--- config.mk ---
export PLATFORM = sky130hd
export DESIGN_NAME = dcache_sram_arbiter
export DESIGN_NICKNAME = d
export VERILOG_FILES = /design/src/rtl/dcache_pkg.sv /design/src/rtl/dcache_sram_arbiter_rr_arb2.sv /design/src/rtl/dcache_sram_arbiter.sv
export SDC_FILE = /design/constraint.sdc
export NUM_CORES = 1
export LEC_CHECK = 0
export ABC_AREA = 0
export BUFFER_PORTS_ARGS = -buffer_cell sky130_fd_sc_hd__buf_2
export CAP_MARGIN = 5
export CORE_AREA = 2 2 94 96
export DETAILED_ROUTE_END_ITERATION = 8
export DIE_AREA = 0 0 96 98
export GPL_ROUTABILITY_DRIVEN = 0
export PLACE_DENSITY = 0.81
export RECOVER_POWER = 50
export REMOVE_ABC_BUFFERS = 1
export SLEW_MARGIN = 0
export SYNTH_ARGS = -nofsm -noshare
export SYNTH_HDL_FRONTEND = slang
export SYNTH_SLANG_ARGS = --single-unit
--- constraint.sdc ---
create_clock -name clk -period 4.03 [get_ports clk]
set_clock_uncertainty 0.2 [all_clocks]
set_input_delay 0.2015 -clock clk [delete_from_list [all_inputs] [get_ports clk]]
set_output_delay 0.2015 -clock clk [all_outputs]
set_load 0.1 [all_outputs]
--- src/rtl/dcache_pkg.sv ---
// Shared types and constants for the data-cache SRAM arbiter.
package dcache_pkg;

  localparam int unsigned ADDR_WIDTH = 9;
  localparam int unsigned DATA_WIDTH = 32;
  localparam int unsigned BE_WIDTH   = DATA_WIDTH / 8;

  // Requester indices within the write and read request vectors
  localparam int unsigned REQ_STORE  = 0;
  localparam int unsigned REQ_REFILL = 1;
  localparam int unsigned REQ_LOAD   = 0;
  localparam int unsigned REQ_EVICT  = 1;

  typedef struct packed {
    logic [ADDR_WIDTH-1:0] addr;
    logic [DATA_WIDTH-1:0] data;
    logic [BE_WIDTH-1:0]   be;
  } wr_req_t;

endpackage

--- src/rtl/dcache_sram_arbiter_rr_arb2.sv ---
// Two-requester round-robin arbiter; the pointer records the last transferred requester.
module rr_arb2 (
  input  logic       clk,
  input  logic       rst,
  input  logic [1:0] i_req,
  input  logic [1:0] i_xfer,
  output logic [1:0] o_grant
);

  logic r_last;

  always_comb begin
    o_grant = '0;
    if (!rst) begin
      o_grant[0] = i_req[0] & (~i_req[1] | r_last);
      o_grant[1] = i_req[1] & (~i_req[0] | ~r_last);
    end
  end

  // Only real transfers move the pointer, so a masked grant keeps its priority
  always_ff @(posedge clk) begin
    if (rst)
      r_last <= 1'b1;
    else if (i_xfer[0])
      r_last <= 1'b0;
    else if (i_xfer[1])
      r_last <= 1'b1;
  end

endmodule

--- src/rtl/dcache_sram_arbiter.sv ---
// Shares one simple dual-port data SRAM between store/refill writers and load/evict readers.
// Optional same-cycle write-to-read forwarding: define DCACHE_ARB_BYPASS_EN.
module dcache_sram_arbiter #(
  parameter int unsigned ADDR_WIDTH = dcache_pkg::ADDR_WIDTH,
  parameter int unsigned DATA_WIDTH = dcache_pkg::DATA_WIDTH,
  parameter int unsigned BE_WIDTH   = dcache_pkg::BE_WIDTH
) (
  input  logic                  clk,
  input  logic                  rst,
  input  logic                  w0_valid,
  output logic                  w0_ready,
  input  logic [ADDR_WIDTH-1:0] w0_addr,
  input  logic [DATA_WIDTH-1:0] w0_data,
  input  logic [BE_WIDTH-1:0]   w0_be,
  input  logic                  w1_valid,
  output logic                  w1_ready,
  input  logic [ADDR_WIDTH-1:0] w1_addr,
  input  logic [DATA_WIDTH-1:0] w1_data,
  input  logic [BE_WIDTH-1:0]   w1_be,
  input  logic                  r0_valid,
  output logic                  r0_ready,
  input  logic [ADDR_WIDTH-1:0] r0_addr,
  input  logic                  r1_valid,
  output logic                  r1_ready,
  input  logic [ADDR_WIDTH-1:0] r1_addr,
  output logic                  r0_rvalid,
  output logic                  r1_rvalid,
  output logic [DATA_WIDTH-1:0] rd_data_out,
  output logic                  sram_wr_en,
  output logic [ADDR_WIDTH-1:0] sram_wr_addr,
  output logic [DATA_WIDTH-1:0] sram_wr_data,
  output logic [BE_WIDTH-1:0]   sram_wr_byte_en,
  output logic [ADDR_WIDTH-1:0] sram_rd_addr,
  input  logic [DATA_WIDTH-1:0] sram_rd_data
);

  import dcache_pkg::*;

  logic [1:0]            w_wr_grant;
  logic [1:0]            w_rd_grant_raw;
  logic [1:0]            w_rd_grant;
  wr_req_t               w_wr_win;
  logic [ADDR_WIDTH-1:0] w_rd_addr_win;
  logic                  w_wr_fire;
  logic                  w_rd_fire;
  logic                  w_addr_eq;
  logic [DATA_WIDTH-1:0] w_rsp_data;

  logic                  r_rd_pend;
  logic                  r_rd_tag;
  logic [1:0]            r_rsp_vld;

  rr_arb2 u_wr_arb (
    .clk     (clk),
    .rst     (rst),
    .i_req   ({w1_valid, w0_valid}),
    .i_xfer  (w_wr_grant),
    .o_grant (w_wr_grant)
  );

  rr_arb2 u_rd_arb (
    .clk     (clk),
    .rst     (rst),
    .i_req   ({r1_valid, r0_valid}),
    .i_xfer  (w_rd_grant),
    .o_grant (w_rd_grant_raw)
  );

  always_comb begin
    w_wr_win = '{addr: w0_addr, data: w0_data, be: w0_be};
    if (w_wr_grant[REQ_REFILL])
      w_wr_win = '{addr: w1_addr, data: w1_data, be: w1_be};
  end

  assign w_rd_addr_win = w_rd_grant_raw[REQ_EVICT] ? r1_addr : r0_addr;
  assign w_wr_fire     = |w_wr_grant;
  assign w_addr_eq     = w_wr_fire && (w_wr_win.addr == w_rd_addr_win);

`ifdef DCACHE_ARB_BYPASS_EN
  assign w_rd_grant = w_rd_grant_raw;
`else
  // Only one raw read grant can be set, so clearing both drops just the colliding winner
  assign w_rd_grant = w_addr_eq ? 2'b00 : w_rd_grant_raw;
`endif

  assign w_rd_fire = |w_rd_grant;
  assign w0_ready  = w_wr_grant[REQ_STORE];
  assign w1_ready  = w_wr_grant[REQ_REFILL];
  assign r0_ready  = w_rd_grant[REQ_LOAD];
  assign r1_ready  = w_rd_grant[REQ_EVICT];

  always_ff @(posedge clk) begin
    if (rst) begin
      sram_wr_en      <= 1'b0;
      sram_wr_addr    <= '0;
      sram_wr_data    <= '0;
      sram_wr_byte_en <= '0;
      sram_rd_addr    <= '0;
      r_rd_pend       <= 1'b0;
      r_rd_tag        <= 1'b0;
      r_rsp_vld       <= '0;
    end else begin
      sram_wr_en <= w_wr_fire;
      if (w_wr_fire) begin
        sram_wr_addr    <= w_wr_win.addr;
        sram_wr_data    <= w_wr_win.data;
        sram_wr_byte_en <= w_wr_win.be;
      end
      r_rd_pend <= w_rd_fire;
      if (w_rd_fire) begin
        sram_rd_addr <= w_rd_addr_win;
        r_rd_tag     <= w_rd_grant[REQ_EVICT];
      end
      r_rsp_vld[0] <= r_rd_pend & ~r_rd_tag;
      r_rsp_vld[1] <= r_rd_pend & r_rd_tag;
    end
  end

`ifdef DCACHE_ARB_BYPASS_EN
  logic                  r_byp_hit;
  logic                  r_byp_hit2;
  logic [DATA_WIDTH-1:0] r_byp_data;
  logic [BE_WIDTH-1:0]   r_byp_be;

  // The colliding write sits on the SRAM write port one cycle later; capture it from there
  always_ff @(posedge clk) begin
    if (rst) begin
      r_byp_hit  <= 1'b0;
      r_byp_hit2 <= 1'b0;
      r_byp_data <= '0;
      r_byp_be   <= '0;
    end else begin
      r_byp_hit  <= w_addr_eq & w_rd_fire;
      r_byp_hit2 <= r_byp_hit;
      r_byp_data <= sram_wr_data;
      r_byp_be   <= sram_wr_byte_en;
    end
  end

  always_comb begin
    w_rsp_data = sram_rd_data;
    if (r_byp_hit2) begin
      for (int unsigned b = 0; b < BE_WIDTH; b++) begin
        if (r_byp_be[b])
          w_rsp_data[8*b +: 8] = r_byp_data[8*b +: 8];
      end
    end
  end
`else
  assign w_rsp_data = sram_rd_data;
`endif

  assign r0_rvalid   = r_rsp_vld[0] & ~rst;
  assign r1_rvalid   = r_rsp_vld[1] & ~rst;
  assign rd_data_out = (r0_rvalid | r1_rvalid) ? w_rsp_data : '0;

endmodule

Yosys cells after proc, flatten, opt, wreduce, memory -nomap -nowiden:

Cells that the tools add are included.

* reduce and logical (&&, ||, !) cells: 5
* mux-type cells: 10
* bitwise operators: 21
* equal/unequal tests: 1

Operators by type and width (number)
* $mux 45: 1
* $mux 32: 1
* $eq 9x9->1: 1
* $mux 9: 1
* $and 1x1->1: 8
* $not 1->1: 8
* $mux 2: 3
* $or 1x1->1: 5
* $mux 1: 4
* $reduce_bool 2->1: 2
* $reduce_or 2->1: 2
* $logic_and 1x1->1: 1

* word-level logic and storage cells: 47
* output and inout port bits: 93
* register bits after elaboration: 61

Logic depth before layout (Yosys ltp):

* depth in word-level cells: 10
* mapped depth: 9
* gate-level depth less buffers: 7

Hierarchy:

From an unflattened synthesis, not the netlist that was laid out.

* cell total of the unflattened synthesis: 418
* area total of the unflattened synthesis: 3474.6 µm²

Modules (own cells, without submodules)
* dcache_sram_arbiter: cells each 404, area an instance 3357.0 µm², times used 1, seq. area each 1181.1 µm²
* rr_arb2: cells each 7, area an instance 58.8 µm², times used 2, seq. area each 20.0 µm²

Worst setup path after synthesis:

No wires, ideal clock.

* kind: register to output
* from: register u_rd_arb.r_last
* to: output r0_ready
* path buffers: 2
* required time: 3628 ps
* arrival time: 3757 ps
* cell stages (with the launch flop): 10
* path slack: -128 ps
* path through: dfxtp_1 -> nand2_1 -> and2_1 -> buf_6 -> mux2_1 -> xnor2_1 -> nor4_2 -> buf_4 -> and2_1 -> nor3_1

* word-level cells in the longest chain between the ends: 8
* elaborated cells between the ends (all ways): 10
* classes of those cells: eq/ne: 1; mux: 3; bitwise: 5; reduce/logical: 1

Ends and longest elaborated chain
* start: declaration: RTL line dcache_sram_arbiter_rr_arb2.sv:10 `logic r_last;`
* start signal: assignment: RTL line dcache_sram_arbiter_rr_arb2.sv:23 `r_last <= 1'b1;`
* start signal: assignment: RTL line dcache_sram_arbiter_rr_arb2.sv:25 `r_last <= 1'b0;`
* start signal: assignment: RTL line dcache_sram_arbiter_rr_arb2.sv:27 `r_last <= 1'b1;`
* $not 1->1: RTL line dcache_sram_arbiter_rr_arb2.sv:16 `o_grant[1] = i_req[1] & (~i_req[0] | ~r_last);`
* $or 1x1->1: RTL line dcache_sram_arbiter_rr_arb2.sv:16
* $and 1x1->1: RTL line dcache_sram_arbiter_rr_arb2.sv:16
* $mux 2 *: RTL line dcache_sram_arbiter_rr_arb2.sv:14 `if (!rst) begin`
* $mux 9: RTL line dcache_sram_arbiter.sv:75 `assign w_rd_addr_win = w_rd_grant_raw[REQ_EVICT] ? r1_addr : r0_addr;`
* $eq 9x9->1: RTL line dcache_sram_arbiter.sv:77 `assign w_addr_eq = w_wr_fire && (w_wr_win.addr == w_rd_addr_win);`
* $logic_and 1x1->1: RTL line dcache_sram_arbiter.sv:77
* $mux 2 *: RTL line dcache_sram_arbiter.sv:83 `assign w_rd_grant = w_addr_eq ? 2'b00 : w_rd_grant_raw;`
* end: declaration: RTL line dcache_sram_arbiter.sv:21 `output logic r0_ready,`

Mark *: on every way between the ends. The rest lies on a longest branch, timed or not.

Final worst setup path:

* from: input rst
* to: register sram_wr_data[12]

* word-level cells in the longest chain between the ends: 2
* elaborated cells between the ends (all ways): 3
* classes of those cells: mux: 2; reduce/logical: 1

Ends and longest elaborated chain
* start: declaration: RTL line dcache_sram_arbiter.sv:9 `input logic rst,`
* $mux 2: RTL line dcache_sram_arbiter_rr_arb2.sv:14
* $mux 45 / $reduce_or 2->1 (equally long branches): RTL line dcache_sram_arbiter.sv:71, dcache_sram_arbiter.sv:76
* end signal: assignment: RTL line dcache_sram_arbiter.sv:106 `sram_wr_data <= w_wr_win.data;`
* end: declaration: RTL line dcache_sram_arbiter.sv:31 `output logic [DATA_WIDTH-1:0] sram_wr_data,`

Several ways; a longest one is shown, not always the timed one.
A chain may end at the register's enable or synchronous reset.

==> results by stage <==
Cells and area:
- The library cell used most frequently in the layout, excluding fill and tap cells, is sky130_fd_sc_hd__buf_2.
- The area growth from synthesis to final layout is 64.6%.
- The number of diodes is 0.
- The final net count is 834.
- The number of cells in the finished layout apart from fillers is 800.
- Across the whole layout, storage elements account for 1220 um^2.
- The multi-input combinational cells in the finished layout cover a total of 1790 um^2.
- Of the cells placed in the final design, the portion with a size suffix greater than 1 is 31.8%.
- Counting the fill cells in the layout gives 778.
- In the layout the commonest cells are 174 x sky130_fd_sc_hd__buf_2, 75 x sky130_fd_sc_hd__nand2_1, 75 x sky130_fd_sc_hd__dlygate4sd3_1.

Yosys:
- The area fraction in compound gates after synthesis is 22.2%.
- Dividing the synthesized area by the synthesized cell count gives 8.17 um^2.
- The dominant combinational cell family by area after synthesis is simple AND/OR/NAND/NOR gates.
- The mapped cell area is 3190 um^2.
- The dominant synthesized flop cell is sky130_fd_sc_hd__dfxtp_1.
- The count of distinct cell types in the synthesized netlist is 42.
- The fraction of registers with async set/reset is 0%.
- The share of synthesized cell area in full adder, half adder and majority cells is 0%.
- The synthesized netlist cell count is 391.
- The post-synthesis sequential area ratio is 38.2%.
- Summing the areas of all xor and xnor instances in the mapped netlist gives 1.65% of the synthesized area.
- The simple logic cell fraction of the synthesized area is 27.5%.
- The multiplexer share of the synthesized area is 4.62%.
- The count of flip-flops with a built-in enable after synthesis is 0.
- The number of synthesis warnings is 0.
- The number of synthesized register bits is 61.

Placement:
- The HPWL after detailed placement is 7.89 mm.
- After detailed placement, the design holds a cell count of 710.
- The quantity of I/O buffers inserted on ports is 238.

Drt:
- The routed length on met3 is 827 um.
- The number of DRC markers in iteration 0 is 148.
- The first-pass iteration count of the detailed router is 4.
- Wire segments on met2 add up to 6.32 mm in the final route.
- After detailed routing, no signal wire sits above met4.
- The detailed-route vias per instance is 5.06.
- After detailed routing, the wire length on met1 is 4.21 mm.
- The number of DRC violations after detailed routing is 0.
- The routed design has 11.8 mm of wire.
- After detailed routing, the average wire length per cell comes to 14.7 um.
- Summing over every cut layer, the via total after detailed routing is 4050.
- The antenna violation net count after detailed routing is 0.

Worst setup path:
- The terminus of the critical flop-to-flop path is sram_rd_addr[7].
- The kind of launch point of the worst setup path is an input port.
- The critical-path maximum fanout is 91.
- The worst flop-to-flop path startpoint is u_wr_arb.r_last.
- At the worst endpoint, the arrival time is 3.66 ns.
- The critical path class is in -> reg.
- The setup check on the worst reg-to-reg path leaves a slack of 1.19 ns.
- STA classifies the critical path endpoint as a flop.
- STA puts the critical path data required time at 4.10 ns.
- The number of cells on the worst reg-to-reg path is 8.

Clock network:
- The maximum level of the CTS H-tree is 3.
- TritonCTS built the clock tree.
- For this design, the sink count on the clock tree is 61.
- The post-CTS setup buffer count is 0.
- The later pin in the worst-skew pair is clocked with a latency of 0.33 ns.
- TritonCTS created 9 clock buffers.
- Counting along the longest clock path gives a buffer depth of 2.
- The number of hold buffers added after CTS was 75.
- Once the clock tree was built, the resizer swapped 0 gates to a different size.
- The cell sitting at the root of the clock tree is a sky130_fd_sc_hd__clkbuf_8.
- After clock tree synthesis, the clock-pin slew on the worst setup and hold paths is 0.07 ns.

GRT:
- The wire length of the first global-routing pass is 18.4 mm.
- The initial antenna violation count is 0.
- The number of global-route vias before repair was 4087.
- Entering global routing, the biggest net connects 92 pins.
- The global-route usage over all layers is 24.7%.
- After global routing the overflow that remains totals 0.

Floorplanning:
- The floorplan step defined a core boundary enclosing 8470 um^2.
- The effective utilization at floorplan is 37.7%.
- The count of boundary I/O pins is 239.
- The die covers 9410 um^2.
- Measured along the y axis, the die boundary spans 98 um.
- The floorplan die width is 96 um.
- In this run the core area contains 34 standard-cell rows.

STA:
- The final critical path time including I/O delays and setup is 3.59 ns.
- The final hold violation count came to 0.
- The number of pins exceeding their max-slew limit in the final report came to 125.
- After routing, the total negative slack on setup checks comes to 0 ns.
- Across all hold checks on the routed design, the worst slack comes to 0.0305 ns.
- Setup repair after global routing left no endpoint under its margin.
- For the pin with the worst max-slew slack, the measured transition is 1.79 ns.
- Setup violations remaining at the end of the flow were counted as 0.
- The worst path uses 89.1% of the clock period.
- The fmax is 279 MHz.
- The worst slew margin relative to its limit is -20.0%.

Hold path:
- The startpoint identified for the worst hold timing path is w1_addr[0].
- The worst hold path stage count is 3.
- The min-delay analysis places its worst path in the category in -> reg.
- The hold path endpoint is sram_wr_addr[0].

Outcome:
- The run finished, with violations left.
- The checks that failed: max-capacitance violations, max-slew violations.

Job:
- The number of max-capacitance violations reported is 2.

Pwr:
- For this design the ratio of total power to cell area is 373 nW/um^2.
- Power comes to 1.96 mW.
- The worst-case IR drop observed on VDD is 0.202 mV.
- In this run the static leakage power is 2.45 nW.
## where the power goes
group          switching, mW  leakage, nW  internal (mW)
registers             0.0269        0.506          0.651
logic                  0.587         1.85          0.212
clock network          0.233       0.0949          0.251
total                  0.847         2.45           1.11
## routing by layer
layer	GRT usage (%)	up-vias
met5	0	-
met4	11.4	0
met1	25.2	1853
met2	45.9	196
li1	-	1959
met3	6.02	42
## metrics by stage
| stage | setup WS (ns) | instance area, um^2 | util [%] |
|---|---|---|---|
| after floorplan | -1.17 | 3050 | - |
| after global placement | 1.08 | 4420 | 52.3 |
| after detailed placement | 0.996 | 4420 | 52.3 |
| after CTS | 0.510 | 5350 | 63.2 |
| after global routing | 0.162 | 5260 | 62.1 |
| final | 0.440 | 5260 | 62.1 |
## cell usage after synthesis (2+ instances only)
master                     instances  share of area (%)
sky130_fd_sc_hd__mux2_2            4                1.4
sky130_fd_sc_hd__a211oi_2          9                3.5
sky130_fd_sc_hd__nor3b_1           2               0.47
sky130_fd_sc_hd__nor4_2            2               0.78
sky130_fd_sc_hd__buf_4             2               0.47
sky130_fd_sc_hd__xnor2_1           6                1.6
sky130_fd_sc_hd__a21boi_0          3               0.71
sky130_fd_sc_hd__a211oi_1         16                3.8
sky130_fd_sc_hd__nor2_1           51                6.0
sky130_fd_sc_hd__nor2b_1          36                7.1
sky130_fd_sc_hd__buf_1             6               0.71
sky130_fd_sc_hd__or2_2             3               0.59
sky130_fd_sc_hd__inv_1            10                1.2
sky130_fd_sc_hd__o21ai_0           3               0.47
sky130_fd_sc_hd__nor3_1            2               0.31
sky130_fd_sc_hd__a211o_1           4                1.1
sky130_fd_sc_hd__mux2i_2           2               0.86
sky130_fd_sc_hd__mux2i_1           3               0.94
sky130_fd_sc_hd__nand3_1           4               0.63
sky130_fd_sc_hd__o211ai_1          3               0.71
sky130_fd_sc_hd__clkbuf_1         21                2.5
sky130_fd_sc_hd__mux2_1            2               0.71
sky130_fd_sc_hd__and2_1            3               0.59
sky130_fd_sc_hd__buf_6             2               0.71
sky130_fd_sc_hd__dfxtp_1          61                 38
sky130_fd_sc_hd__a311oi_1         39                 11
sky130_fd_sc_hd__and3_1            3               0.59
sky130_fd_sc_hd__nand2_1          75                8.8
## registers in the layout, summed over array words and instances (netlist names), 2 cells and up
| name | cells |
|---|---|
| r_rsp_vld | 2 |
| sram_wr_data | 32 |
| sram_wr_byte_en | 4 |
| sram_rd_addr | 9 |
| sram_wr_addr | 9 |
## critical path: stages
cell	delay, ns
sky130_fd_sc_hd__clkbuf_1	0.50
sky130_fd_sc_hd__buf_4	0.65
sky130_fd_sc_hd__nor2_1	0.16
sky130_fd_sc_hd__clkbuf_2	0.90
sky130_fd_sc_hd__a311oi_1	0.58
sky130_fd_sc_hd__dlygate4sd3_1	0.62
## cell type report
| class | instances | area share, % |
|---|---|---|
| Tap cell | 108 | 2.57 |
| Sequential cell | 61 | 23.2 |
| Multi-Input combinational cell | 287 | 34.0 |
| Clock inverter | 4 | 0.452 |
| Inverter | 11 | 0.785 |
| Clock buffer | 11 | 2.88 |
| Timing Repair Buffer | 318 | 36.1 |
## kinds of logic (layout without fill, tap and decap cells)
logic type | count (synthesis) | count (layout)
AO/OA/AOI/OAI | 82 | 82
XOR/XNOR | 6 | 6
buffers and inverters | 43 | 344
flip-flops | 61 | 61
multiplexers | 12 | 12
AND/OR/NAND/NOR | 187 | 187
## how the worst max path moves through the flow
stage | from | slack, ns | endpoint | cells past startpoint
floorplan | w1_valid | -1.17 | r0_ready | 6
global placement | rst | 1.08 | r0_ready | 10
detailed placement | rst | 1.0 | r0_ready | 10
CTS | w1_valid | 0.51 | r0_ready | 11
global route | rst | 0.16 | sram_wr_data[12] | 6
finish | rst | 0.44 | sram_wr_data[12] | 6
(Power assumes the default switching activity.)
